`src/rtl/fetch_stage_pkg.sv`:
```
// Shared constants and types for the instruction-fetch stage.
package fetch_stage_pkg;

  localparam int XLEN = 32;
  localparam logic [XLEN-1:0] RESET_PC_DEF = 32'h0000_0000;
  localparam logic [XLEN-1:0] NOP_INST_DEF = 32'h0000_0013;
  localparam int RD_MSB = 11;
  localparam int RD_LSB = 7;

  typedef enum logic [1:0] {
    ST_IDLE,
    ST_FETCH,
    ST_HOLD,
    ST_DISCARD
  } fetch_state_e;

  // Instruction addresses are word aligned; low two bits are dropped.
  function automatic logic [XLEN-1:0] word_align(input logic [XLEN-1:0] addr);
    return addr & {{(XLEN-2){1'b1}}, 2'b00};
  endfunction

endpackage

```
`src/rtl/fetch_stage.sv`:
```
// Instruction fetch with IF/ID register, one-entry skid buffer for stalls
// and discard of an in-flight request after a redirect.
module fetch_stage
  import fetch_stage_pkg::*;
#(
  parameter logic [XLEN-1:0] RESET_PC = RESET_PC_DEF,
  parameter logic [XLEN-1:0] NOP_INST = NOP_INST_DEF
) (
  input  logic            clkIn,
  input  logic            resetIn,
  input  logic            stallIn,
  input  logic            redirectIn,
  input  logic [XLEN-1:0] redirectAddrIn,
  output logic            imemReqOut,
  output logic [XLEN-1:0] imemAddrOut,
  input  logic            imemAckIn,
  input  logic [XLEN-1:0] imemDataIn,
  output logic [XLEN-1:0] instOut,
  output logic [XLEN-1:0] addrOut,
  output logic [4:0]      rdOut,
  output logic            validOut
);

  fetch_state_e    state_q, state_d;
  logic [XLEN-1:0] pc_q, pc_d;
  logic            req_q, req_d;
  logic [XLEN-1:0] imem_addr_q, imem_addr_d;
  logic [XLEN-1:0] inst_q, inst_d;
  logic [XLEN-1:0] iaddr_q, iaddr_d;
  logic            valid_q, valid_d;
  logic [XLEN-1:0] skid_data_q, skid_data_d;
  logic [XLEN-1:0] skid_pc_q, skid_pc_d;

  logic            ack_ok;
  logic [XLEN-1:0] pc_inc;
  logic [XLEN-1:0] redirect_pc;

  // An ack is only meaningful while a request is actually on the bus.
  assign ack_ok      = imemAckIn & req_q;
  assign pc_inc      = pc_q + XLEN'(4);
  assign redirect_pc = word_align(redirectAddrIn);

  always_comb begin
    state_d     = state_q;
    pc_d        = pc_q;
    req_d       = req_q;
    imem_addr_d = imem_addr_q;
    inst_d      = inst_q;
    iaddr_d     = iaddr_q;
    valid_d     = valid_q;
    skid_data_d = skid_data_q;
    skid_pc_d   = skid_pc_q;

    if (redirectIn) begin
      inst_d  = NOP_INST;
      iaddr_d = '0;
      valid_d = 1'b0;
      pc_d    = redirect_pc;
      unique case (state_q)
        ST_FETCH, ST_DISCARD: begin
          if (ack_ok) begin
            state_d     = ST_FETCH;
            req_d       = 1'b1;
            imem_addr_d = redirect_pc;
          end else begin
            // Request still outstanding: keep address and req stable.
            state_d = ST_DISCARD;
          end
        end
        default: begin
          state_d     = ST_FETCH;
          req_d       = 1'b1;
          imem_addr_d = redirect_pc;
        end
      endcase
    end else begin
      unique case (state_q)
        ST_IDLE: begin
          state_d     = ST_FETCH;
          req_d       = 1'b1;
          imem_addr_d = pc_q;
        end
        ST_FETCH: begin
          if (ack_ok && !stallIn) begin
            inst_d      = imemDataIn;
            iaddr_d     = pc_q;
            valid_d     = 1'b1;
            pc_d        = pc_inc;
            imem_addr_d = pc_inc;
          end else if (ack_ok) begin
            skid_data_d = imemDataIn;
            skid_pc_d   = pc_q;
            req_d       = 1'b0;
            state_d     = ST_HOLD;
          end else if (!stallIn) begin
            inst_d  = NOP_INST;
            valid_d = 1'b0;
          end
        end
        ST_HOLD: begin
          if (!stallIn) begin
            inst_d      = skid_data_q;
            iaddr_d     = skid_pc_q;
            valid_d     = 1'b1;
            pc_d        = pc_inc;
            req_d       = 1'b1;
            imem_addr_d = pc_inc;
            state_d     = ST_FETCH;
          end
        end
        ST_DISCARD: begin
          if (ack_ok) begin
            imem_addr_d = pc_q;
            state_d     = ST_FETCH;
          end
        end
        default: state_d = ST_IDLE;
      endcase
    end
  end

  always_ff @(posedge clkIn) begin
    if (resetIn) begin
      state_q     <= ST_IDLE;
      pc_q        <= RESET_PC;
      req_q       <= 1'b0;
      imem_addr_q <= RESET_PC;
      inst_q      <= NOP_INST;
      iaddr_q     <= '0;
      valid_q     <= 1'b0;
      skid_data_q <= '0;
      skid_pc_q   <= '0;
    end else begin
      state_q     <= state_d;
      pc_q        <= pc_d;
      req_q       <= req_d;
      imem_addr_q <= imem_addr_d;
      inst_q      <= inst_d;
      iaddr_q     <= iaddr_d;
      valid_q     <= valid_d;
      skid_data_q <= skid_data_d;
      skid_pc_q   <= skid_pc_d;
    end
  end

  assign imemReqOut  = req_q;
  assign imemAddrOut = imem_addr_q;
  assign instOut     = inst_q;
  assign addrOut     = iaddr_q;
  assign rdOut       = inst_q[RD_MSB:RD_LSB];
  assign validOut    = valid_q;

endmodule

```
`config.mk`:
```
export PLATFORM = sky130hd
export DESIGN_NAME = fetch_stage
export DESIGN_NICKNAME = d
export VERILOG_FILES = /design/src/rtl/fetch_stage_pkg.sv /design/src/rtl/fetch_stage.sv
export SDC_FILE = /design/constraint.sdc
export NUM_CORES = 1
export LEC_CHECK = 0
export ABC_AREA = 1
export BUFFER_PORTS_ARGS = -buffer_cell sky130_fd_sc_hd__buf_2
export CAP_MARGIN = 15
export CORE_MARGIN = 1.5
export CORE_UTILIZATION = 40
export DETAILED_ROUTE_END_ITERATION = 8
export GPL_TIMING_DRIVEN = 0
export HOLD_SLACK_MARGIN = 0.15
export SYNTH_ARGS = -nofsm -noshare
export SYNTH_HDL_FRONTEND = slang
export SYNTH_SLANG_ARGS = --single-unit
```
`constraint.sdc`:
```
create_clock -name clkIn -period 2.75 [get_ports clkIn]
set_clock_uncertainty 0.2 [all_clocks]
set_input_delay 0.4125 -clock clkIn [delete_from_list [all_inputs] [get_ports clkIn]]
set_output_delay 0.4125 -clock clkIn [all_outputs]
set_load 0.05 [all_outputs]
```
## Word level (Yosys, flattened, before mapping)

Index checks and enable logic that the tools add are counted.

- Bits in registers: 196
- Bits of input ports: 69
- Output and inout port bits: 103
- Word-level logic and storage cells: 78

- $add $sub $neg: 1
- Equal/unequal tests: 13
- Mux-type cells: 36
- Bitwise gates (word level): 3
- Reductions and logical operators: 15

Operators by type and width:

| cell | number |
|---|---|
| 32-bit two-way mux | 13 |
| 32-bit one-hot mux with 2 select lines | 3 |
| 32-bit one-hot mux with 4 select lines | 1 |
| 32-bit by 3-bit adder with 32-bit output, second input constant | 1 |
| 3-bit != test, second input constant | 8 |
| 4-bit AND reduction | 4 |
| 2-bit two-way mux | 7 |
| 1-bit two-way mux | 9 |
| 2-bit one-hot mux with 4 select lines | 1 |
| 3-bit AND reduction | 2 |
| 5-bit AND reduction | 1 |
| 2-bit == test, second input constant | 2 |
| 2-bit != test, second input constant | 2 |
| 4-bit nonzero test | 1 |
| 2-bit OR reduction | 2 |
| 1-bit one-hot mux with 3 select lines | 1 |
| 3-bit nonzero test | 1 |
| 2-bit by 1-bit == test with 1-bit output, second input constant | 1 |
| 2-bit logical NOT | 1 |
| 1-bit NOT | 2 |
| 1-bit one-hot mux with 2 select lines | 1 |
| 2-bit nonzero test | 1 |
| 1-bit AND | 1 |
| 1-bit logical AND | 1 |
| 1-bit logical NOT | 1 |

## Depth between registers and ports, before layout

Gate-level depths: netlist of run 1.

- Word-level depth: 5
- Depth in mapped cells: 11
- Mapped depth without buffers: 10

## Worst setup path after synthesis of run 1

OpenSTA, ideal clock, no wires.

- Path kind: register to register
- From: reg req_q (netlist: imemReqOut)
- To: reg inst_q[22] (netlist: instOut[22])
- Library setup time: 0.070 ns
- Data arrival time: 1.758 ns
- Data required time: 2.480 ns
- Setup slack: 0.722 ns
- Cell stages (with the launch flop): 9
- Buffers on the path: 2
- Period minus slack after synthesis: 2.028 ns
- Path through: dfxtp_1 -> nand2_1 -> nor2_1 -> nand2_1 -> inv_1 -> buf_2 -> buf_2 -> nand2_1 -> a21oi_1

- Word-level cells in the longest chain between the ends: 4
- Elaborated cells on any way between the ends: 7
- Classes of those cells: eq/ne (2); mux (2); bitwise (1); reduce/logical (2)

RTL lines:

| what | line | text |
|---|---|---|
| start: declaration | fetch_stage.sv:26 | `logic req_q, req_d;` |
| start signal: assignment | fetch_stage.sv:136 | `req_q <= req_d;` |
| 1-bit AND * | fetch_stage.sv:39 | `assign ack_ok = imemAckIn & req_q;` |
| 1-bit logical AND | fetch_stage.sv:84 | `if (ack_ok && !stallIn) begin` |
| 3-bit != test (no line) or 32-bit two-way mux (tied branches) | - |  |
| 4-bit AND reduction (no line) or 32-bit one-hot mux with 2 select lines (tied branches) | - |  |
| end signal: assignment | fetch_stage.sv:138 | `inst_q <= inst_d;` |
| end: declaration | fetch_stage.sv:28 | `logic [XLEN-1:0] inst_q, inst_d;` |

Mark *: on every way between the ends. The rest lies on a longest branch, timed or not.
A chain may end at the register's enable or synchronous reset.

## Final worst setup path of run 1

- From: reg state_q[0]
- To: reg imem_addr_q[30] (netlist: imemAddrOut[30])

- Word-level cells in the longest chain between the ends: 4
- Elaborated cells on any way between the ends: 13
- Classes of those cells: eq/ne (7); mux (3); reduce/logical (3)

RTL lines:

| what | line | text |
|---|---|---|
| start: declaration | fetch_stage.sv:24 | `fetch_state_e state_q, state_d;` |
| start signal: assignment | fetch_stage.sv:134 | `state_q <= state_d;` |
| 2-bit == test or 2-bit by 1-bit == test with 1-bit output (tied branches) | fetch_stage.sv:59, fetch_stage.sv:77 |  |
| 2-bit OR reduction | fetch_stage.sv:59 | `unique case (state_q)` |
| 3-bit != test (no line) or 32-bit two-way mux (tied branches) | - |  |
| 4-bit AND reduction (no line) or 32-bit two-way mux (tied branches) | - |  |
| end signal: assignment | fetch_stage.sv:137 | `imem_addr_q <= imem_addr_d;` |
| end: declaration | fetch_stage.sv:27 | `logic [XLEN-1:0] imem_addr_q, imem_addr_d;` |

Several ways; a longest one is shown, not always the timed one.

==> results of run 1 <==
==> per-stage QoR <==
stage / setup slack (ns) / total power (uW)
finish: 0.149 / 7510
detailed placement: 0.212 / 4950
floorplan: 0.722 / 4370
global placement: 0.229 / 4940
CTS: 0.232 / 7520
global route: 0.0178 / 7810
==> logic make-up after synthesis <==
logic type / count (synthesis)
compound gates: 434
xor+xnor: 8
fa+ha+maj: 5
buf+inv: 151
flops: 188
other cells: 1
simple gates: 447
==> critical path, delay by kind of cell (launching register included) <==
kind / cells / cell delay [ns]
DFF: 1 / 0.39
and+or+nand+nor: 1 / 0.15
adders and majority gates: 1 / 0.34
AOI/OAI and AO/OA: 2 / 0.22
buffers and inverters: 4 / 1.18
==> cell usage in the layout (no fill, tap or decap), types with 2 or more instances in the layout <==
master / instances
nand2_1: 251
a21oi_1: 201
dfxtp_1: 188
buf_2: 186
o21ai_0: 178
nor2_1: 151
dlygate4sd3_1: 62
clkbuf_1: 56
inv_1: 51
nand3_1: 30
a31oi_1: 29
clkbuf_16: 17
buf_4: 12
o21ai_1: 10
xor2_1: 7
a311oi_1: 7
inv_6: 6
inv_2: 5
ha_1: 5
nor2_2: 4
conb_1: 4
clkinv_1: 3
o221ai_1: 3
clkinv_8: 3
o21ai_4: 2
nor2_4: 2
nand4_1: 2
nor3_1: 2
buf_1: 2
o211ai_1: 2
inv_8: 2
==> report_power, final <==
group | leakage [uW] | switching, uW | internal [uW]
logic | 0.00287 | 1420 | 513
clock network | 0.000289 | 1230 | 1300
registers | 0.00153 | 123 | 2910
==> layer usage <==
layer,wire (um),up-vias,global-route usage (%)
li1,-,4640,-
met1,14100,4404,38.5
met2,13900,333,43.6
met3,1880,52,3.57
met4,818,0,9.95
met5,0,-,0
==> layout make-up <==
cell class / instances / area, um2
clock buffers: 18 / 429
multi-input cells: 898 / 4190
repair buffers: 225 / 1440
clock inverters: 14 / 170
flip-flops and latches: 188 / 3760
plain buffers: 92 / 419
well taps: 275 / 344
fillers: 2123 / 10000
inverters: 59 / 221
==> state kept, by name, summed over array words and instances (netlist names) <==
name / count
skid_pc_q: 30
validOut: 1
pc_q: 30
skid_data_q: 32
state_q: 2
addrOut: 30
instOut: 32
imemReqOut: 1
imemAddrOut: 30
==> worst max path at each step <==
stage	slack, ns	endpoint	startpoint	depth (start not counted)
after floorplan	0.72	instOut[22]	imemReqOut	8
after global placement	0.23	imemAddrOut[30]	state_q[0]	8
after detailed placement	0.21	imemAddrOut[25]	resetIn	6
after CTS	0.23	imemAddrOut[30]	state_q[0]	8
after global routing	0.02	imemAddrOut[5]	state_q[0]	7
final	0.15	imemAddrOut[30]	state_q[0]	8
==> Yosys cell counts, drive strengths merged <==
library cell	number	area, um2
dfxtp	188	3760
a21oi	201	1010
a31oi	29	181
o221ai	3	26.3
nand2b	1	6.26
o21ai	191	982
nand3b	1	7.51
o211ai	2	15.0
clkinv	3	11.3
buf	37	213
xnor2	1	8.76
nand3	30	150
nor3	3	20.0
a221oi	1	8.76
inv	56	210
nand4	2	12.5
a311oi	7	61.3
xor2	7	61.3
clkbuf	55	206
and2	1	6.26
conb	1	3.75
ha	5	62.6
nor2	157	614
nand2	252	948
==> results.toml, run 1 <==
[logic_synthesis]
synth_xor_area_share_pct = 0.816
synth_compound_area_share_pct = 26.6
ys_seq_elements = 188
synthCells = 1234
ys_warn_count = 0
synth_mux_area_share_pct = 0
synthSimpleGateAreaFrac_pct = 20.6
synth_fa_ha_area_share_pct = 0.729
yosysSeqAreaShare_pct = 43.8
synth.cell_area_um2 = 8590
synth_cell_types = 34
synth_top_family_by_area = "compound AO/OA/AOI/OAI gates"
syn_area_per_cell_um2 = 6.96

[sta]
finalSetupViolCount = 0
fin_tns_setup_ns = 0
max_freq_mhz = 384
slew_viol_final = 0
hold_viol = 0
hold_ws_ns = 0.191
finalCriticalPeriod_ns = 2.60
rsz0062_at_grt = "no"
tightest_slew_ns = 0.775
post-route-period-util_pct = 94.6
slew_headroom_pct = 48.1

[finish]
drive_gt1_share_pct = 16.4
final_area_um2 = 11000
antenna_cells = 0
final_core_util_pct = 52.2
fin_nets = 1555
final_cells = 1769
area_growth_pct = 27.8

[floorplan]
die_h_um = 150
io_pins = 172
die-area_um2 = 22400
fp-row-count = 53
coreArea_um2 = 21000
die-width_um = 150
start_util_pct = 40.8

[global_routing]
grt_max_degree = 20
antenna_found_initial = 1
grt_usage_pct = 27.6
grt_pass1_wl_mm = 47.5
grt_pass1_vias = 8753
grt_overflow = 0

[route]
dr.pass1.iters = 8
viasPerCell = 5.33
vias = 9429
drt-initial-drc-count = 753
postRouteAntennaNets = 0
drcViolationCount = 0
wl_per_cell_um = 17.3
wirelength_mm = 30.7

[clock_network]
cts_buffer_depth = 2
holdBufCountCts = 62
clockRootBuffer = "clkbuf_16"
clock_latency_ns = 0.45
numCtsBuffers = 17
cts_tree = "yes"
cts_resized = 0
post_cts_buffers = 0
htree_levels = 4
cts.sinks = 188
path_clk_slew_ns = 0.07

[power]
leakage_uw = 0.00469
p_per_area_nw_per_um2 = 684
vdd_ir_drop_max_v = 0.000412

[worst_setup_path]
r2r_end = "imemAddrOut[30]"
worst_setup_path_start_kind = "flop"
worstPathRequired_ns = 2.88
cp-end-kind = "flop"
rr_startpoint = "state_q[0]"
r2r_slack_ns = 0.15
reg2regPathDepth = 8
crit_arrival_ns = 2.74
slowest_delay_ns = 0.58
crit_path_cell_trace = "inv_1 > ha_1 > inv_1 > clkbuf_1 > clkbuf_1 > a21oi_1 > nand2_1 > a21oi_1"
cp_slowest_cell = "clkbuf_1"
path_max_fanout = 10
critPathKind = "flop to flop"

[worst_hold_path]
hold_depth = 2
min_from = "resetIn"
holdPathEnd = "pc_q[2]"
hp-class = "primary input to flop"

[job]
drv_cap = 0

[placed_design]
dp.final_hpwl_mm = 22.8
placedCellCount = 1675
portBuffers = 163
gp_congestion = 0.944
post_dp_cell_area_um2 = 9760

[status]
status = "completed"
No activity file was read; power rests on OpenSTA's default activity.
==> run 2, diff against run 1 <==
--- a/config.mk
+++ b/config.mk
@@ -8,11 +8,14 @@
 export ABC_AREA = 1
 export BUFFER_PORTS_ARGS = -buffer_cell sky130_fd_sc_hd__buf_2
 export CAP_MARGIN = 15
+export CELL_PAD_IN_SITES_DETAIL_PLACEMENT = 1
+export CELL_PAD_IN_SITES_GLOBAL_PLACEMENT = 1
 export CORE_MARGIN = 1.5
-export CORE_UTILIZATION = 40
+export CORE_UTILIZATION = 39
 export DETAILED_ROUTE_END_ITERATION = 8
 export GPL_TIMING_DRIVEN = 0
 export HOLD_SLACK_MARGIN = 0.15
+export PLACE_DENSITY_LB_ADDON = 0.1
 export SYNTH_ARGS = -nofsm -noshare
 export SYNTH_HDL_FRONTEND = slang
 export SYNTH_SLANG_ARGS = --single-unit
==> run 2 against run 1 <==
Against the previous run: final cell count grew 0.28%; register-to-register slack barely moved; combinational power up 2%; clock power decreased by 3%; fmax grew 0.33%; non-clock buffer count is the same; setup slack improved by 0.0085 ns.
==> results.toml, run 2 (same netlist as run 1, synthesis figures left out) <==
[status]
status = "completed"

[finish]
fill_cells = 2857
seq_area_um2 = 3760
fin_nets = 1555
final_core_util_pct = 50.5
drive_gt1_share_pct = 16.4
antenna_cells = 0
multi_input_area_um2 = 4190
area_growth_pct = 27.6
layout_commonest_cell = "nand2_1"
most-common-layout-cells = "nand2_1, a21oi_1, dfxtp_1"

[route]
postRouteAntennaNets = 0
m1WireLength_mm = 14.3
wl_per_cell_um = 19.1
viasPerCell = 5.37
highest_layer = "met4"
dr.pass1.iters = 5
drt-initial-drc-count = 461
vias = 9522
drcViolationCount = 0
met2_length_mm = 16.7
wirelength_mm = 33.8
route.met3.wl_mm = 1.50

[power]
power_frac_clock_pct = 32.9
p_per_area_nw_per_um2 = 683
vdd_ir_drop_max_v = 0.000419
leakage_uw = 0.00468
swShare_pct = 38.0
seqPwrFrac_pct = 40.6
p_int_uw = 4640
power_frac_comb_pct = 26.4
p_switching_uw = 2840

[sta]
slew_viol_final = 0
slew_headroom_pct = 48.9
tightest_slew_ns = 0.767
finalCriticalPeriod_ns = 2.59
hold_viol = 0
fin_tns_setup_ns = 0
finalSetupViolCount = 0
post-route-period-util_pct = 94.3
rsz0062_at_grt = "no"
max_freq_mhz = 386

[global_routing]
grt_pass1_wl_mm = 52.0
grt_overflow = 0
grt_pass1_vias = 9625
antenna_found_initial = 0
grt_max_degree = 20
grt_usage_pct = 29.9

[worst_setup_path]
cp_slowest_cell = "clkbuf_1"
worstPathRequired_ns = 2.93
worst_setup_path_start_kind = "flop"
crit_path_cell_trace = "inv_1 > ha_1 > inv_1 > clkbuf_1 > clkbuf_1 > o21ai_0 > a31oi_1"
critPathKind = "flop to flop"
cp-end-kind = "flop"
crit_buf_inv = 4
path_max_fanout = 10
slowest_delay_ns = 0.54
cp_top_family = "buffers and inverters"
crit_arrival_ns = 2.77
r2r_slack_ns = 0.16

[floorplan]
start_util_pct = 39.6
die-area_um2 = 22900
io_pins = 172
die-width_um = 151
die_h_um = 151
coreArea_um2 = 21700
fp-row-count = 54

[job]
drv_cap = 0

[placed_design]
portBuffers = 163
gp_congestion = 0.939
dp.final_hpwl_mm = 25.1

[clock_network]
cts_tree = "yes"
cts_buffer_depth = 2
post_cts_buffers = 0
path_clk_slew_ns = 0.08
clockRootBuffer = "clkbuf_16"
clock_latency_ns = 0.45
htree_levels = 4
numCtsBuffers = 17
cts.sinks = 188

[worst_hold_path]
hp-class = "primary input to flop"
run 2: cell types whose count changed in the layout (fill, tap and decap cells not counted):
| cell | delta |
|---|---|
| bufinv_16 | -1 |
| clkinv_2 | +1 |
run 2: final timing paths:
path / depth (start not counted) / end / startpoint
setup / recovery: 7 / imemAddrOut[5] / state_q[0]
setup reg to reg: 7 / imemAddrOut[5] / state_q[0]
hold / removal: 2 / pc_q[2] / resetIn
hold reg to reg: 2 / imemReqOut / imemReqOut
run 2: through the flow:
step	cells	total power [uW]	setup slack [ns]	area (um2)	hold WS [ns]
finish	1774	7480	0.157	11000	0.170
global route	1774	7790	0.0111	11000	0.198
CTS	1774	7490	0.184	11000	0.154
detailed placement	1680	4980	0.202	9760	0.253
global placement	1680	4950	0.242	9760	0.248
floorplan	1237	4370	0.722	8600	0.247
run 2: cell type report:
type,count,area share (%)
multi-input combinational,898,38.3
sequential,188,34.3
timing repair buffer,225,13.1
clock buffer,18,3.92
buffer,92,3.82
tap,280,3.20
inverter,59,2.02
clock inverter,14,1.32
run 2: worst register-to-register path: cells and delay by family, from the launching register on:
kind	cells	cell delay, ns
AOI/OAI and AO/OA	2	0.48
adders and majority gates	1	0.33
buffers and inverters	4	1.11
DFF	1	0.40
run 2: power by group through the flow:
stage	Clock [uW]	Combinational, uW	Sequential (uW)
CTS	2490	1960	3040
detailed placement	0	1890	3100
global route	2590	2140	3070
finish	2470	1980	3040
global placement	0	1860	3090
floorplan	0	812	3560
run 2: timing repair:
item / 4_1_cts / 5_1_grt
setup endpoints to repair: 0 / 0
resized for setup: 0 / 0
hold buffers: 62 / 0
endpoints found under the hold margin: 116 / 0
run 2: routing by layer:
metal  global-route usage (%)  up-vias
met3                     4.22       58
met1                     35.6     4598
met4                     13.4        0
met5                        0        -
met2                     53.0      251
li1                         -     4615
==> run 3, diff against run 2 <==
--- a/config.mk
+++ b/config.mk
@@ -6,13 +6,13 @@
 export NUM_CORES = 1
 export LEC_CHECK = 0
 export ABC_AREA = 1
-export BUFFER_PORTS_ARGS = -buffer_cell sky130_fd_sc_hd__buf_2
 export CAP_MARGIN = 15
 export CELL_PAD_IN_SITES_DETAIL_PLACEMENT = 1
 export CELL_PAD_IN_SITES_GLOBAL_PLACEMENT = 1
 export CORE_MARGIN = 1.5
-export CORE_UTILIZATION = 39
+export CORE_UTILIZATION = 40
 export DETAILED_ROUTE_END_ITERATION = 8
+export DONT_BUFFER_PORTS = 1
 export GPL_TIMING_DRIVEN = 0
 export HOLD_SLACK_MARGIN = 0.15
 export PLACE_DENSITY_LB_ADDON = 0.1
==> run 3 against run 2 <==
Against the previous run: combinational power is 36% lower; final area decreased by 7.0%; non-clock buffer count shrank 161; critical path type unchanged; largest power group unchanged.
==> results.toml, run 3 (same netlist as run 1, synthesis figures left out) <==
[status]
status = "completed"

[sta]
post-route-period-util_pct = 89.9
max_freq_mhz = 404
hold_ws_ns = 0.178
slew_headroom_pct = 47.0
hold_viol = 0
finalSetupViolCount = 0
fin_tns_setup_ns = 0
tightest_slew_ns = 0.796
slew_viol_final = 0
finalCriticalPeriod_ns = 2.47
rsz0062_at_grt = "no"

[clock_network]
htree_levels = 4
numCtsBuffers = 17
cts_buffer_depth = 2
cts.sinks = 188
path_clk_slew_ns = 0.08
clock_latency_ns = 0.44
cts_tree = "yes"
clockRootBuffer = "clkbuf_16"
post_cts_buffers = 0

[power]
power.total_uw = 7390
p_per_area_nw_per_um2 = 725
vdd_ir_drop_max_v = 0.000424
leakage_uw = 0.00394

[finish]
drive_gt1_share_pct = 6.38
final_core_util_pct = 48.5
area_growth_pct = 18.7
antenna_cells = 0
fill_cells = 2756
fin_nets = 1394
layout_commonest_cell = "nand2_1"
most-common-layout-cells = "nand2_1, a21oi_1, dfxtp_1"
final_cells = 1608

[route]
postRouteAntennaNets = 0
wl_per_cell_um = 20.2
vias = 8958
drt-initial-drc-count = 384
viasPerCell = 5.57
wirelength_mm = 32.5
drcViolationCount = 0
dr.pass1.iters = 4

[floorplan]
coreArea_um2 = 21000
io_pins = 172
start_util_pct = 40.8
die-width_um = 150
die_h_um = 150
fp-row-count = 53
die-area_um2 = 22400

[placed_design]
gp_congestion = 0.941
dp.final_hpwl_mm = 24.4
portBuffers = 0
placedCellCount = 1512

[worst_setup_path]
crit_path_cell_trace = "inv_1 > ha_1 > buf_2 > o21ai_4 > inv_2 > o21ai_4 > nand2_2 > buf_2 > o21ai_0 > a21oi_1 > nor2_1"
cp_slowest_cell = "dfxtp_1"
cp_top_family = "buffers and inverters"
cp-end-kind = "flop"
critPathKind = "flop to flop"
crit_buf_inv = 4
slowest_delay_ns = 0.39
crit_arrival_ns = 2.65
worst_setup_path_start_kind = "flop"
worstPathRequired_ns = 2.92
path_max_fanout = 10

[global_routing]
grt_usage_pct = 29.6
grt_max_degree = 20
grt_overflow = 0
grt_pass1_wl_mm = 50.7
grt_pass1_vias = 9159
antenna_found_initial = 0

[worst_hold_path]
hp-class = "primary input to flop"

[job]
drv_cap = 0
run 3: cell count changes in the layout (fill, tap and decap cells not counted):
cell,previous run,this run
inv_8,2,4
inv_6,6,3
bufinv_16,0,1
dfxtp_1,188,187
dlygate4sd3_1,62,64
clkbuf_2,0,1
buf_2,186,23
dfxtp_2,0,1
clkbuf_1,56,54
clkinv_4,1,2
run 3: final cells by class:
cell class	count	area, um2	area share (%)
Buffer	92	420	4.13
Tap cell	275	344	3.38
Multi-Input combinational cell	898	4190	41.2
Inverter	59	221	2.17
Sequential cell	188	3760	36.9
Clock inverter	15	180	1.77
Timing Repair Buffer	64	641	6.29
Clock buffer	17	425	4.17
run 3: layer usage:
metal	up-vias	global-route usage, %	routed length, um
met3	45	5.00	1640
li1	4295	-	-
met2	211	53.5	16400
met1	4407	34.9	13500
met4	0	10.8	896
met5	-	0	0
run 3: stage by stage:
stage / area [um2] / setup WS [ns]
4_1_cts: 10200 / 0.127
5_1_grt: 10200 / 0.0892
3_3_place_gp: 8940 / 0.190
3_5_place_dp: 8940 / 0.133
6_report: 10200 / 0.278
2_1_floorplan: 8600 / 0.722
run 3: path summary, 6_finish.rpt:
path	start	to	slack (ns)	cells after the start
worst max register to register	state_q[0]	pc_q[30]	0.28	11
worst min-delay path	stallIn	instOut[2]	0.18	4
worst max-delay path	state_q[0]	pc_q[30]	0.28	11
worst min register to register	skid_pc_q[10]	addrOut[10]	0.27	2
run 3: timing repair:
| action | in CTS | in global routing |
|---|---|---|
| resized for setup | 0 | 3 |
| endpoints found under the setup margin | 0 | 14 |
| hold buffers | 64 | 0 |
| hold endpoints to repair | 126 | 0 |
run 3: report_power, final:
group	internal (uW)	switching [uW]
clock	1310	1250
combinational	392	882
sequential	2910	646
run 3: worst reg2reg max path: cells and delay by family (launching register included):
family,cells,cell delay [ns]
AOI/OAI and AO/OA,4,0.67
adders and majority gates,1,0.19
buffers and inverters,4,0.70
DFF,1,0.39
and+or+nand+nor,2,0.27
